==> config.mk <==
export PLATFORM = sky130hd
export DESIGN_NAME = multiplicador_seq
export DESIGN_NICKNAME = d
export VERILOG_FILES = /design/src/rtl/mult_pkg.sv /design/src/rtl/SOMADOR.sv /design/src/rtl/multiplicador_seq.sv
export SDC_FILE = /design/constraint.sdc
export NUM_CORES = 1
export LEC_CHECK = 0
export CORE_ASPECT_RATIO = 0.75
export CORE_UTILIZATION = 55
export CTS_CLUSTER_SIZE = 14
export DETAILED_ROUTE_END_ITERATION = 10
export HOLD_SLACK_MARGIN = 0.1
export PLACE_DENSITY = 0.76
export SYNTH_ARGS = -nofsm -noshare
export SYNTH_HDL_FRONTEND = slang
export SYNTH_SLANG_ARGS = --single-unit
==> constraint.sdc <==
create_clock -name clk -period 15.55 [get_ports clk]
set_input_delay 3.11 -clock clk [delete_from_list [all_inputs] [get_ports clk]]
set_output_delay 3.11 -clock clk [all_outputs]
set_load 0.02 [all_outputs]
==> src/rtl/mult_pkg.sv <==
// Shared definitions for the sequential shift-add multiplier.
// Holds the M-extension op encodings, the FSM state type and the counter width helper.
// No logic lives here.
package mult_pkg;

  // Multiply ops as encoded by the execute stage
  typedef enum logic [1:0] {
    OP_MUL    = 2'b00,
    OP_MULH   = 2'b01,
    OP_MULHSU = 2'b10,
    OP_MULHU  = 2'b11
  } op_t;

  // Control states of the iterative multiplier
  typedef enum logic [2:0] {
    IDLE = 3'd0,
    PREP = 3'd1,
    CALC = 3'd2,
    SIGN = 3'd3,
    DONE = 3'd4
  } state_t;

  // Width of the iteration counter for a given operand size
  function automatic int cnt_width(input int size);
    return $clog2(size);
  endfunction

endpackage

==> src/rtl/SOMADOR.sv <==
// Ripple-carry adder: S = X + Y + Cin, with carry out.
// Purely combinational, zero latency.
// No handshake; the outputs follow the inputs.
module SOMADOR #(
  parameter int SIZE = 32
) (
  input  logic [SIZE-1:0] X,
  input  logic [SIZE-1:0] Y,
  input  logic            Cin,
  output logic [SIZE-1:0] S,
  output logic            Cout
);

  logic carry;

  // Bit-serial carry chain from LSB to MSB
  always_comb begin
    S     = '0;
    carry = Cin;
    for (int i = 0; i < SIZE; i++) begin
      S[i]  = X[i] ^ Y[i] ^ carry;
      carry = (X[i] & Y[i]) | (carry & (X[i] ^ Y[i]));
    end
    Cout = carry;
  end

endmodule

==> src/rtl/multiplicador_seq.sv <==
// Iterative shift-add multiplier for MUL/MULH/MULHSU/MULHU, one partial product per cycle.
// Latency: done pulses SIZE+2 cycles after the edge that accepts start.
// start is accepted only while ready is high (IDLE/DONE); starts while busy are dropped.
module multiplicador_seq
  import mult_pkg::*;
#(
  parameter int SIZE = 32
) (
  input  logic            clk,
  input  logic            rst_n,
  input  logic            start,
  input  logic [1:0]      op,
  input  logic [SIZE-1:0] a,
  input  logic [SIZE-1:0] b,
  output logic            ready,
  output logic            done,
  output logic [SIZE-1:0] result
);

  localparam int CNT_W = cnt_width(SIZE);

  state_t              state_q;
  op_t                 op_q;
  logic [SIZE-1:0]     a_q, b_q, mcand_q, result_q;
  logic [2*SIZE-1:0]   p_q;
  logic [CNT_W-1:0]    cnt_q;
  logic                neg_q, ready_q, done_q;

  logic                sign_a, sign_b;
  logic [SIZE-1:0]     acc_y, acc_s;
  logic                acc_cout;
  logic [2*SIZE-1:0]   neg_x, neg_y, neg_s, p_fin;
  logic                neg_cout_unused;

  // MUL is treated as signed x signed; its low half is the same either way
  assign sign_a = (op_q != OP_MULHU) & a_q[SIZE-1];
  assign sign_b = ((op_q == OP_MUL) | (op_q == OP_MULH)) & b_q[SIZE-1];

  // Accumulate adder: high half of P plus the multiplicand when the current multiplier bit is set
  assign acc_y = p_q[0] ? mcand_q : '0;

  SOMADOR #(.SIZE(SIZE)) u_acc (
    .X    (p_q[2*SIZE-1:SIZE]),
    .Y    (acc_y),
    .Cin  (1'b0),
    .S    (acc_s),
    .Cout (acc_cout)
  );

  // Shared negate adder. In SIGN it computes ~P + 1 over the full width.
  // In PREP it negates both operands at once: the low half gets +1 from Cin and the
  // high half gets +1 from Y. The low half never carries into the high half, because
  // it is zero when b is not negated and ~b has a clear MSB when it is.
  always_comb begin
    neg_x = ~p_q;
    neg_y = '0;
    if (state_q == PREP) begin
      neg_x = {~a_q, (sign_b ? ~b_q : {SIZE{1'b0}})};
      neg_y = {{(SIZE-1){1'b0}}, 1'b1, {SIZE{1'b0}}};
    end
  end

  SOMADOR #(.SIZE(2*SIZE)) u_neg (
    .X    (neg_x),
    .Y    (neg_y),
    .Cin  (1'b1),
    .S    (neg_s),
    .Cout (neg_cout_unused)
  );

  assign p_fin = neg_q ? neg_s : p_q;

  // Control FSM with registered ready/done/result
  always_ff @(posedge clk or negedge rst_n) begin
    if (!rst_n) begin
      state_q  <= IDLE;
      op_q     <= OP_MUL;
      a_q      <= '0;
      b_q      <= '0;
      mcand_q  <= '0;
      p_q      <= '0;
      cnt_q    <= '0;
      neg_q    <= 1'b0;
      result_q <= '0;
      ready_q  <= 1'b1;
      done_q   <= 1'b0;
    end else begin
      done_q <= 1'b0;
      case (state_q)
        IDLE, DONE: begin
          if (start) begin
            a_q     <= a;
            b_q     <= b;
            op_q    <= op_t'(op);
            ready_q <= 1'b0;
            state_q <= PREP;
          end else begin
            state_q <= IDLE;
          end
        end
        PREP: begin
          mcand_q <= sign_a ? neg_s[2*SIZE-1:SIZE] : a_q;
          p_q     <= {{SIZE{1'b0}}, (sign_b ? neg_s[SIZE-1:0] : b_q)};
          neg_q   <= sign_a ^ sign_b;
          cnt_q   <= '0;
          state_q <= CALC;
        end
        CALC: begin
          // The adder carry becomes the new MSB before the right shift
          p_q   <= {acc_cout, acc_s, p_q[SIZE-1:1]};
          cnt_q <= cnt_q + 1'b1;
          if (cnt_q == CNT_W'(SIZE-1)) begin
            state_q <= SIGN;
          end
        end
        SIGN: begin
          p_q      <= p_fin;
          result_q <= (op_q == OP_MUL) ? p_fin[SIZE-1:0] : p_fin[2*SIZE-1:SIZE];
          done_q   <= 1'b1;
          ready_q  <= 1'b1;
          state_q  <= DONE;
        end
        default: begin
          ready_q <= 1'b1;
          state_q <= IDLE;
        end
      endcase
    end
  end

  assign ready  = ready_q;
  assign done   = done_q;
  assign result = result_q;

endmodule
# [Word level (Yosys, flattened, before mapping)]
# Cells that the tools add are included.
[totals] regBits=205 latch_bits=0 ramBits=0 mem_bits_ro=0 inputBits=69 elab_cells=526 memories=0
[op_classes] addsub=1 multipliers=0 n_div=0 order_cmp=0 n_eq_ne=9 shifts=0 n_mux=16 bitwise_logic=481 reduce_logical=8
[ops] cell="one-hot mux 64 bit (3 select lines)" n=1
[ops] cell="bitwise AND 1 bit" n=160
[ops] cell="two-way mux 32 bit" n=5
[ops] cell="XOR 1 bit" n=160
[ops] cell="two-way mux 64 bit" n=2
[ops] cell="bitwise OR 1 bit" n=95
[ops] cell="NOT 32 bit" n=2
[ops] cell="NOT 64 bit" n=1
[ops] cell="two-way mux 33 bit" n=1
[ops] cell="XOR 1 bit, second input constant" n=31
[ops] cell="bitwise AND 1 bit, second input constant" n=30
[ops] cell="one-hot mux 3 bit (4 select lines)" n=1
[ops] cell="one-hot mux 5 bit (2 select lines)" n=1
[ops] cell="== test 3 x 2 -> 1 bit, second input constant" n=2
[ops] cell="!= test 2 bit, second input constant" n=3
[ops] cell="adder 5 x 1 -> 5 bit, second input constant" n=1
[ops] cell="== test 5 bit, second input constant" n=1
[ops] cell="AND reduction 2 bit" n=2
[ops] cell="OR reduction 2 bit" n=2
[ops] cell="== test 3 x 1 -> 1 bit, second input constant" n=1
[ops] cell="== test 3 bit, second input constant" n=1
[ops] cell="logical NOT 3 bit" n=1
[ops] cell="two-way mux 1 bit" n=3
[ops] cell="two-way mux 3 bit" n=1
[ops] cell="other kinds (6)" n=7

# [Depth between registers and ports, before layout]
[depth] word_depth=134 mapped_depth=74 depth_no_buf=72

# [Cells and area by module]
# A second synthesis with hierarchy kept.
[hier_totals] hier_cells=1246 hier_area_um2=13267.7
[modules_own_cells] module="multiplicador_seq" instances=1 cells_each=1130 area_each_um2=11270.8 seq_area_each_um2=5131.2
[modules_own_cells] module="SOMADOR at u_neg" instances=1 cells_each=74 area_each_um2=1318.8 seq_area_each_um2=0.0
[modules_own_cells] module="SOMADOR at u_acc" instances=1 cells_each=42 area_each_um2=678.2 seq_area_each_um2=0.0

# [Worst setup path before layout]
# No wires, ideal clock.
[synth_timing] path_type="reg-to-reg" from="register p_q[0]" to="register p_q[62]" setup_ns=0.129 arrival_ns=13.849 required_ns=15.421 setup_slack_ns=1.572 stages_incl_launch_ff=38 path_buffers=2 period_less_slack_ns=13.978 cell_sequence="dfrtp_1 clkbuf_1 clkbuf_1 nand2_1 fa_1 fa_1 fa_1 fa_1 fa_1 fa_1 fa_1 fa_1 fa_1 fa_1 fa_1 fa_1 fa_1 fa_1 (+2 left out) fa_1 fa_1 fa_1 fa_1 fa_1 fa_1 fa_1 fa_1 fa_1 fa_1 fa_1 fa_1 fa_1 inv_1 fa_1 fa_1 a32oi_1 o21ai_0"
[synth_via] elab_chain_len=129 word_cells_on_any_way=254 cone_classes="4 x mux; 250 x bitwise"
[synth_lines] item="start: declaration" line_no="multiplicador_seq.sv:25" rtl="logic [2*SIZE-1:0] p_q;"
[synth_lines] item="start signal: assignment" line_no="multiplicador_seq.sv:103" rtl="p_q <= {{SIZE{1'b0}}, (sign_b ? neg_s[SIZE-1:0] : b_q)};"
[synth_lines] item="start signal: assignment" line_no="multiplicador_seq.sv:110" rtl="p_q <= {acc_cout, acc_s, p_q[SIZE-1:1]};"
[synth_lines] item="start signal: assignment" line_no="multiplicador_seq.sv:117" rtl="p_q <= p_fin;"
[synth_lines] item="NOT 64 bit" line_no="multiplicador_seq.sv:55" rtl="neg_x = ~p_q;"
[synth_lines] item="two-way mux 64 bit" line_no="multiplicador_seq.sv:57" rtl="if (state_q == PREP) begin"
[synth_lines] item="bitwise AND 1 bit or XOR 1 bit (tied branches)" line_no="SOMADOR.sv:22" rtl="carry = (X[i] & Y[i]) | (carry & (X[i] ^ Y[i]));"
[synth_lines] item="bitwise OR 1 bit" line_no="SOMADOR.sv:22"
[synth_lines] item="bitwise AND 1 bit" line_no="SOMADOR.sv:22"
[synth_lines] item="bitwise OR 1 bit" line_no="SOMADOR.sv:22"
[synth_lines] item="bitwise AND 1 bit" line_no="SOMADOR.sv:22"
[synth_lines] item="bitwise OR 1 bit" line_no="SOMADOR.sv:22"
[synth_lines] item="(+113 left out)"
[synth_lines] item="bitwise OR 1 bit" line_no="SOMADOR.sv:22"
[synth_lines] item="bitwise AND 1 bit" line_no="SOMADOR.sv:22"
[synth_lines] item="bitwise OR 1 bit" line_no="SOMADOR.sv:22"
[synth_lines] item="bitwise AND 1 bit" line_no="SOMADOR.sv:22"
[synth_lines] item="bitwise OR 1 bit" line_no="SOMADOR.sv:22"
[synth_lines] item="XOR 1 bit" line_no="SOMADOR.sv:21" rtl="S[i] = X[i] ^ Y[i] ^ carry;"
[synth_lines] item="two-way mux 64 bit" line_no="multiplicador_seq.sv:71" rtl="assign p_fin = neg_q ? neg_s : p_q;"
[synth_lines] item="one-hot mux 64 bit (3 select lines) (*)" line_no="multiplicador_seq.sv:89" rtl="case (state_q)"
# Mark *: on every way between the ends. The rest lies on a longest branch, timed or not.
# A chain may end at the register's enable or synchronous reset.

# [Final worst setup path]
# Ends and elaborated chain as after synthesis.

==> reports/summary.log <==
[route] first-pass iteration count of the detailed router 6
[setup_path] number of cells on the worst reg-to-reg path 38
[cells_and_area] final standard cell count with taps included and fillers excluded 1613
[logic_synthesis] number of distinct library cells after synthesis 49
[route] length of routed met2 wiring 12.3 mm
[cells_and_area] Post-layout nets 1468
[global_routing] first-pass GRT wire length 49.0 mm
[logic_synthesis] synthesized instance count 1259
[setup_path] CP Launch Point p_q[0]
[route] total detailed-routing wirelength 29.3 mm
[run_status] outcome complete, no violations
[route] DRC violations left 0
[placed_design] cell count after placement 1573
[setup_path] sort of element at the start of the critical path register
[die] number of placement rows 47
[cells_and_area] sequential cell area 5130 um2
[setup_path] cell repeated most along the worst path sky130_fd_sc_hd__fa_1
[cells_and_area] highest-count cells in the layout ignoring fill and taps 202 x sky130_fd_sc_hd__dfrtp_1, 195 x sky130_fd_sc_hd__nand2_1, 104 x sky130_fd_sc_hd__o21ai_1
[setup_path] Critical Path RT 15.91 ns
[clock_network] Post-CTS Setup Inserts 0
[logic_synthesis] synthesized cell area 12400 um2
[timing] final critical-path required period 14.53 ns
[cells_and_area] final core area utilization 64.7%
[route] routed length per instance 18.2 um
[route] number of vias after detailed routing 9354
[setup_path] nature of the critical path endpoint register
[clock_network] number of sinks on the clock net 205
[setup_path] end of the critical path p_q[62]
[timing] Fin Clk Skew 0.00805 ns
[timing] endpoints failing setup 0
[logic_synthesis] dominant register cell in the synthesized netlist sky130_fd_sc_hd__dfrtp_1
[timing] smallest hold slack 0.467 ns
[clock_network] clock latency reported for the late side of the worst-skew pair 0.51 ns
[clock_network] CTS H-Tree Depth 1
[placed_design] final weighted congestion in routability-driven placement 0.843
[route] highest metal used met4
[cells_and_area] leading cell type in the layout, fill and taps excluded sky130_fd_sc_hd__dfrtp_1
[logic_synthesis] number of synthesized flops with an enable pin 0
[die] starting utilization of the core area 56.1%
[pwr] Switching Power 1.40 mW
[pwr] worst voltage drop across the vdd grid 0.120 mV
[pwr] leakage power total 6.18 nW
[cells_and_area] footprint of the multi-input gates 6710 um2
[timing] ratio of final minimum period to clock period 93.4%
[clock_network] # resized after CTS 0
[setup_path] Worst path slowest cell sky130_fd_sc_hd__fa_1
[route] count of nets left with antenna violations after detail routing 0
[setup_path] crit-path leading delay family adder cells
[clock_network] TritonCTS clock tree done
[global_routing] largest net degree at the start of global routing 92
[die] number of top-level pins 103
[timing] Max-Slew Margin vs Limit 28.8%
[pwr] PwrDens 230 nW/um2
[logic_synthesis] mean cell area of the mapped netlist 9.85 um2
[setup_path] endpoint of the lowest-slack register-to-register path p_q[62]
[global_routing] global-route congestion overflow total 0
[clock_network] Clock Path Buffers 3
[pwr] Reg power frac 31.0%
[setup_path] critical path peak fanout 20
[die] floorplan die height 132 um
[clock_network] # hold bufs at CTS 0
[cells_and_area] antenna diode count 0
[cells_and_area] share of cells above drive strength 1 12.5%
[setup_path] r2r setup slk 1.02 ns
[setup_path] crit path DAT 14.88 ns
[logic_synthesis] asr flop ratio synth 100%
[route] Detailed Route Iter0 Violations 1055
[pwr] clock network power share 17.9%
[setup_path] class of the most critical setup path register to register
[worst_hold_path] classification of the worst-slack hold path register to register
[pwr] internal cell power 1.89 mW
[pwr] combinational fraction of design power 51.0%
[die] die area 23200 um2
[clock_network] number of buffers created by CTS 22
[logic_synthesis] Seq cells post-synth 205
[cells_and_area] area added between synthesis and finish 15.4%
[global_routing] total global routing track utilization 26.2%
[logic_synthesis] Yosys warning count 0
[clock_network] cell at the root of the clock tree sky130_fd_sc_hd__clkbuf_16
[clock_network] Clock Pin Slew Worst Setup and Hold Paths 0.06 ns
[setup_path] Levels on crit path 38
[setup_path] critical path's largest stage delay 0.45 ns
[timing] final total negative setup slack 0 ns
[timing] RSZ-0062 raised after global routing no
[route] vias per std cell 5.80
[placed_design] number of buffers inserted by port buffering 102
[setup_path] Buffers & Inverters on Critical Path 3
[timing] total count of hold-check failures in the final report 0
[logic_synthesis] sequential element share of the synthesized area 41.4%
[pwr] fraction of power spent switching nets 42.6%
[placed_design] HPWL Detailed 19.6 mm
[cells_and_area] Fillers 1763
[timing] Max Fclk 68.8 MHz
[die] core region area 22100 um2
[flow_run] max-cap violations 0
[timing] transition time of the tightest slew-check pin 1.07 ns
[timing] pins over their slew limit 0
[logic_synthesis] Synth Net Count 1424
[route] metal3 WL 2.38 mm
[route] wire length on met1 14.2 mm
[setup_path] launch instance of the worst register-to-register path p_q[0]
[global_routing] number of global-route vias before repair 9342
[global_routing] number of antenna violations at the first check in global routing 0
[die] horizontal extent of the die 175 um
## metal layers
metal  global-route usage, %  vias up
met5                       0        -
met4                    5.12        0
met3                    4.90       26
met2                    38.8      350
met1                    40.3     4471
li1                        -     4507
## worst min-delay path by stage
stage / from / to / slack, ns / cells past startpoint
2_1_floorplan: mcand_q[31] / mcand_q[31] / 0.43 / 2
3_3_place_gp: mcand_q[31] / mcand_q[31] / 0.45 / 2
3_5_place_dp: mcand_q[31] / mcand_q[31] / 0.46 / 2
4_1_cts: mcand_q[31] / mcand_q[31] / 0.47 / 2
5_1_grt: mcand_q[0] / mcand_q[0] / 0.50 / 2
6_report: mcand_q[31] / mcand_q[31] / 0.47 / 2
## cells in the mapped netlist, types with 2 or more instances
library cell	count	area share, %
sky130_fd_sc_hd__fa_1	32	5.2
sky130_fd_sc_hd__a22oi_1	3	0.18
sky130_fd_sc_hd__a222oi_1	30	2.4
sky130_fd_sc_hd__mux2_2	76	6.9
sky130_fd_sc_hd__nand2b_1	4	0.20
sky130_fd_sc_hd__nor2_1	72	2.2
sky130_fd_sc_hd__nor2b_1	3	0.15
sky130_fd_sc_hd__or3_1	30	1.5
sky130_fd_sc_hd__buf_2	41	1.7
sky130_fd_sc_hd__buf_6	3	0.27
sky130_fd_sc_hd__nor2_2	2	0.10
sky130_fd_sc_hd__nand2_1	195	5.9
sky130_fd_sc_hd__buf_1	8	0.24
sky130_fd_sc_hd__inv_2	2	0.061
sky130_fd_sc_hd__dfrtp_1	204	41
sky130_fd_sc_hd__mux2_1	32	2.9
sky130_fd_sc_hd__and2_1	5	0.25
sky130_fd_sc_hd__mux2_4	18	2.2
sky130_fd_sc_hd__mux2i_1	61	4.9
sky130_fd_sc_hd__o21ai_0	88	3.6
sky130_fd_sc_hd__buf_4	2	0.12
sky130_fd_sc_hd__clkbuf_1	44	1.3
sky130_fd_sc_hd__nand3_1	2	0.081
sky130_fd_sc_hd__o21ai_1	105	4.2
sky130_fd_sc_hd__inv_1	38	1.1
sky130_fd_sc_hd__a21oi_1	73	2.9
sky130_fd_sc_hd__ha_1	64	6.5
## flip-flops by register name, summed over array words and instances, names as in the netlist
name	count
a_q	32
b_q	32
cnt_q	5
done	1
mcand_q	32
neg_q	1
op_q	2
p_q	64
ready	1
result	32
state_q	3
## worst register-to-register path, delay by kind of cell (launching register included)
family / cells / cell delay [ns]
AO/OA/AOI/OAI: 2 / 0.25
AND/OR/NAND/NOR: 1 / 0.16
flip-flops: 1 / 0.34
adder cells (fa/ha/maj): 32 / 13.23
buffers and inverters: 3 / 0.38
## area by class of cell
type	instances	area share [%]
multi-input cells	916	46.8
flip-flops and latches	205	35.9
clock buffers	29	4.39
well taps	294	2.57
repair buffers	118	8.00
clock inverters	11	1.29
inverters	40	1.05
## power groups by stage
| stage | Sequential [mW] | Combinational [mW] | Clock, mW |
|---|---|---|---|
| 2_1_floorplan | 0.973 | 1.23 | 0 |
| 3_3_place_gp | 1.01 | 1.60 | 0 |
| 3_5_place_dp | 1.02 | 1.66 | 0 |
| 4_1_cts | 1.02 | 1.67 | 0.597 |
| 5_1_grt | 1.05 | 1.87 | 0.620 |
| 6_report | 1.02 | 1.68 | 0.589 |
## per-stage QoR
step / total power [mW] / worst slack [ns] / instance area, um2
final: 3.29 / 1.02 / 14300
after floorplan: 2.20 / 1.57 / 12400
after global placement: 2.61 / 1.12 / 13500
after detailed placement: 2.68 / 0.955 / 13500
after global routing: 3.55 / 0.457 / 14300
after CTS: 3.29 / 0.918 / 14300
## cells by family (layout without fill, tap and decap cells)
logic type | count (synthesis) | after routing | share of synthesized area, %
AOI/OAI and AO/OA | 312 | 312 | 14.2
adders and majority gates | 96 | 96 | 11.6
buffers and inverters | 138 | 198 | 4.83
DFF | 205 | 205 | 41.4
muxes | 188 | 188 | 17.1
and+or+nand+nor | 320 | 320 | 10.9
Power figures use the tool's default switching activity.
